## src/rtl/seg7_scan_mux.sv

```systemverilog
// Eight-digit time-multiplexed scanner for a seven-segment display.
// Optional leading-zero suppression: define SEG7_SCAN_LZ_BLANK_EN.
module seg7_scan_mux #(
   parameter int CLK_DIV   = 100000,
   parameter int BLANK_CYC = 16
) (
   input  logic        clk,
   input  logic        rst,
   input  logic [31:0] value_in,
   input  logic        load,
   input  logic [7:0]  digit_en_in,
   output logic [3:0]  bin_out,
   output logic [7:0]  an_out,
   output logic [2:0]  digit_idx,
   output logic        frame_start
);

   localparam int MAXC = (CLK_DIV > BLANK_CYC) ? CLK_DIV : BLANK_CYC;
   localparam int DW   = (MAXC > 1) ? $clog2(MAXC) : 1;
   localparam logic [DW-1:0] BLAST = DW'(BLANK_CYC - 1);
   localparam logic [DW-1:0] SLAST = DW'(CLK_DIV - 1);

   typedef enum logic {
      BLANK = 1'b0,
      SHOW  = 1'b1
   } state_t;

   state_t         state_q, state_d;
   logic [DW-1:0]  div_q, div_d;
   logic [2:0]     idx_q, idx_d;
   logic [31:0]    pend_q, pend_d;
   logic [31:0]    shad_q, shad_d;
   logic [7:0]     an_q, an_d;
   logic [3:0]     bin_q, bin_d;
   logic           fs_q, fs_d;
   logic           lz_ok;
   logic           lit;
   logic [31:0]    nib_sh;

   // Leading-zero qualifier for the current slot.
`ifdef SEG7_SCAN_LZ_BLANK_EN
   always_comb begin
      lz_ok = (idx_q == 3'd0) ||
              ((shad_q >> {idx_q, 2'b00}) != 32'd0);
   end
`else
   always_comb begin
      lz_ok = 1'b1;
   end
`endif

   // Next-state: slot sequencing, double buffer, registered outputs.
   always_comb begin
      state_d = state_q;
      div_d   = div_q + 1'b1;
      idx_d   = idx_q;
      pend_d  = load ? value_in : pend_q;
      shad_d  = shad_q;
      an_d    = an_q;
      bin_d   = bin_q;
      fs_d    = 1'b0;
      nib_sh  = 32'd0;
      lit     = digit_en_in[idx_q] & lz_ok;
      case (state_q)
         BLANK: begin
            if (div_q == BLAST) begin
               state_d = SHOW;
               div_d   = '0;
               an_d    = lit ? ~(8'b1 << idx_q) : 8'hFF;
            end
         end
         SHOW: begin
            if (div_q == SLAST) begin
               state_d = BLANK;
               div_d   = '0;
               idx_d   = idx_q + 3'd1;
               an_d    = 8'hFF;
               if (idx_q == 3'd7) begin
                  shad_d = pend_d;
                  fs_d   = 1'b1;
               end
               nib_sh = shad_d >> {idx_d, 2'b00};
               bin_d  = nib_sh[3:0];
            end
         end
         default: begin
            state_d = BLANK;
            div_d   = '0;
         end
      endcase
   end

   // State and output registers.
   always_ff @(posedge clk or posedge rst) begin
      if (rst) begin
         state_q <= BLANK;
         div_q   <= '0;
         idx_q   <= 3'd0;
         pend_q  <= 32'd0;
         shad_q  <= 32'd0;
         an_q    <= 8'hFF;
         bin_q   <= 4'h0;
         fs_q    <= 1'b1;
      end else begin
         state_q <= state_d;
         div_q   <= div_d;
         idx_q   <= idx_d;
         pend_q  <= pend_d;
         shad_q  <= shad_d;
         an_q    <= an_d;
         bin_q   <= bin_d;
         fs_q    <= fs_d;
      end
   end

   assign an_out      = an_q;
   assign bin_out     = bin_q;
   assign digit_idx   = idx_q;
   assign frame_start = fs_q;

endmodule

```

## config.mk

```make
export PLATFORM = sky130hd
export DESIGN_NAME = seg7_scan_mux
export DESIGN_NICKNAME = d
export VERILOG_FILES = /design/src/rtl/seg7_scan_mux.sv
export SDC_FILE = /design/constraint.sdc
export NUM_CORES = 1
export LEC_CHECK = 0
export ABC_AREA = 1
export BUFFER_PORTS_ARGS = -buffer_cell sky130_fd_sc_hd__buf_2
export CAP_MARGIN = 25
export CORE_ASPECT_RATIO = 0.7
export CORE_MARGIN = 1.5
export CORE_UTILIZATION = 45
export DETAILED_ROUTE_END_ITERATION = 8
export GPL_TIMING_DRIVEN = 1
export PLACE_DENSITY = 0.75
export SYNTH_ARGS = -nofsm -noshare
export SYNTH_HDL_FRONTEND = slang
export SYNTH_SLANG_ARGS = --single-unit
```

## constraint.sdc

```tcl
create_clock -name clk -period 8.2 [get_ports clk]
set_input_delay 1.64 -clock clk [delete_from_list [all_inputs] [get_ports clk]]
set_output_delay 1.64 -clock clk [all_outputs]
set_load 0.01 [all_outputs]
```

==> flow_metrics.py <==
metrics = {
    "power_and_ir_drop": {
        "p_leak_nw": 3.03,
        "clockPowerShare_pct": 42.3,
        "powerDensity_mw_per_mm2": 162,
        "ir_worst_vdd_mv": 0.115,
        "seqPwrFrac_pct": 52.6,
        "pwr-share-comb_pct": 5.2,
        "switchingPower_mw": 0.211,
        "internal_power_mw": 0.744,
        "swShare_pct": 22.1,
    },
    "global_route": {
        "antenna_found_initial": 0,
        "globalRouteMet3Util_pct": 5.37,
        "busiest_layer": "met1",
        "met1_usage_pct": 31.8,
        "first_global_vias": 4244,
        "gr-total-overflow": 0,
        "grt_first_pass_wirelength_um": 20700,
        "grt_max_degree": 86,
        "gr-usage-all-layers_pct": 21.3,
        "met2_usage_pct": 30.4,
    },
    "floorplan": {
        "die-area_mm2": 0.0123,
        "fp.dieH_um": 93.3,
        "pin_count": 59,
        "rows": 32,
        "coreArea_mm2": 0.0112,
        "start_util_pct": 46.9,
        "die_w_um": 132,
    },
    "setup_path": {
        "worst-setup-path-type": "reg2reg",
        "cp-end-kind": "register",
        "worstPathRequired_ns": 8.43,
        "startpoint_type": "register",
        "critPathMaxFanout": 24,
        "cp.arrival_ns": 3.62,
    },
    "cts": {
        "clk_latency_ns": 0.35,
        "clk_path_buf_depth": 2,
        "cts_tree": "done",
        "numCtsBuffers": 9,
        "cts_resized": 0,
        "clock_sinks": 98,
        "clk_pin_slew_ns": 0.06,
        "cts_root_buf": "clkbuf_16",
        "cts_setup_buffers": 0,
        "h-tree-depth": 3,
        "ctsHoldBuffers": 0,
    },
    "timing": {
        "maxSlewHeadroom_pct": 31.0,
        "fmax_mhz": 295,
        "finalMaxSlewViolations": 0,
        "fin_skew_ns": 0.0105,
        "hold_viol_final": 0,
        "layout_setup_ws_ns": 4.81,
        "rsz0062_at_grt": "false",
        "tns_ns": 0,
        "tightest_slew_ns": 1.04,
        "finalSetupViolCount": 0,
        "period_needed_ns": 3.39,
        "finalCritPeriodShare_pct": 41.4,
    },
    "min_path": {
        "worst_hold_path_type": "reg2reg",
    },
    "final_layout": {
        "drive_above_1_share_pct": 21.5,
        "fin_cells": 869,
        "antenna_cells": 0,
        "final_util_pct": 52.8,
        "final_nets": 761,
        "num-fill-cells": 1062,
        "areaGrowthSynthToFinish_pct": 12.6,
    },
    "synth": {
        "ys.flop_type": "dfrtp_1",
        "synthCells": 667,
        "synth_edf_count": 0,
        "yosysUniqueCellTypes": 32,
        "ys_ff_latch": 98,
        "syn_area_mm2": 0.00524,
        "synth_area_per_cell_um2": 7.86,
        "synthArstFlopShare_pct": 100,
        "ys.warnings.count": 0,
        "seq_area_frac_synth_pct": 47.0,
        "syn_nets": 717,
    },
    "place": {
        "place_congestion": 0.888,
        "dp_worst_setup_slack_ns": 4.38,
        "io_buffers": 58,
        "hpwlAfterDp_um": 8320,
        "placed_cells": 851,
    },
    "routing": {
        "drc": 0,
        "drt_iter0_drc": 481,
        "routed_wl_um": 12400,
        "avgRoutedWirePerCell_um": 14.3,
        "drtPass1Iterations": 5,
        "antenna_left": 0,
        "via_per_inst": 5.19,
        "vias": 4514,
    },
    "run": {
        "cap_violations": 0,
    },
    "status": {
        "status": "completed",
    },
}
layout make-up:
cell class / instances / area (um2) / share of cell area (%)
sequential: 98 / 2460 / 41.8
multi-input combinational: 498 / 2450 / 41.5
timing repair buffer: 62 / 353 / 5.98
clock buffer: 14 / 274 / 4.64
tap: 153 / 191 / 3.24
inverter: 42 / 160 / 2.71
clock inverter: 2 / 10.0 / 0.170
layer usage:
layer / up-vias / wire length [um]
li1: 2215 / -
met1: 2161 / 6210
met2: 125 / 5370
met3: 13 / 702
met4: 0 / 114
met5: - / 0
cells by family (layout without fill, tap and decap cells):
kind of cell | Yosys count | count (layout) | share of synthesized area, %
adder cells (fa/ha/maj) | 7 | 7 | 1.67
flip-flops | 98 | 98 | 47.0
XOR/XNOR | 12 | 12 | 2.01
AO/OA/AOI/OAI | 41 | 41 | 5.68
buffers and inverters | 71 | 120 | 6.45
AND/OR/NAND/NOR | 438 | 438 | 37.2
power by group through the flow:
stage,clock network (mW),logic [mW],registers (mW)
after global placement,0,0.0460,0.510
final,0.404,0.0492,0.502
after global routing,0.434,0.0567,0.503
after detailed placement,0,0.0483,0.510
after CTS,0.415,0.0485,0.502
after floorplan,0,0.0287,0.510
state kept, by name, indices dropped and copies added (netlist names):
| register | cells |
|---|---|
| div_q | 17 |
| pend_q | 32 |
| frame_start | 1 |
| an_out | 8 |
| bin_out | 4 |
| digit_idx | 3 |
| state_q | 1 |
| shad_q | 32 |
cell usage in the layout, fill, tap and decap left out, types with 7 or more instances in the layout:
cell / n
buf_2: 58
nand4_1: 7
nand2_1: 238
o21ai_1: 9
dfrtp_1: 89
dfstp_2: 9
nor3_1: 10
clkbuf_16: 9
nor2_1: 47
nand3b_1: 9
nand3_1: 84
o21ai_2: 24
inv_1: 38
or2_2: 31
xor2_1: 11
stage by stage:
step	total power, mW	hold slack (ns)	cell area [um2]
2_1_floorplan	0.538	0.431	5240
5_1_grt	0.994	0.486	5900
3_3_place_gp	0.556	0.445	5570
4_1_cts	0.965	0.468	5850
6_report	0.955	0.466	5900
3_5_place_dp	0.559	0.453	5570
critical path, stage by stage, from the launching register on:
cell      delay, ns
dfrtp_1        0.96
inv_1          0.67
ha_1           0.76
clkinv_1       0.46
nand2_1        0.17
nand2_1        0.08
nand2_1        0.10
nand3_1        0.07
Yosys cell counts (2+ instances only):
master	count	share of area, %
dfstp_2	9	4.5
o21ai_1	9	0.86
o21ai_0	6	0.57
nor2_2	3	0.36
buf_2	9	0.86
nor2_4	2	0.43
nand2_2	3	0.36
nand3b_1	9	1.3
nor2_1	47	3.4
inv_2	2	0.14
or2_2	31	3.7
ha_1	7	1.7
buf_6	7	1.5
nand4_1	7	0.84
nor3_1	10	0.96
xor2_1	11	1.8
buf_4	2	0.29
dfrtp_1	89	43
inv_1	39	2.8
nand2_1	238	17
nand3_1	84	8.0
o21ai_2	24	4.0
clkbuf_1	10	0.72
final timing paths:
path                               from            to  slack, ns  depth (start not counted)
max reg2reg                digit_idx[0]    bin_out[2]       4.81                          7
max in group asynchronous           rst  digit_idx[1]       5.70                          3
min in group asynchronous           rst    pend_q[25]       1.29                          2
max                        digit_idx[0]    bin_out[2]       4.81                          7
min                           pend_q[3]     pend_q[3]       0.47                          2
min reg2reg                   pend_q[3]     pend_q[3]       0.47                          2
No activity file was read; power rests on OpenSTA's default activity.
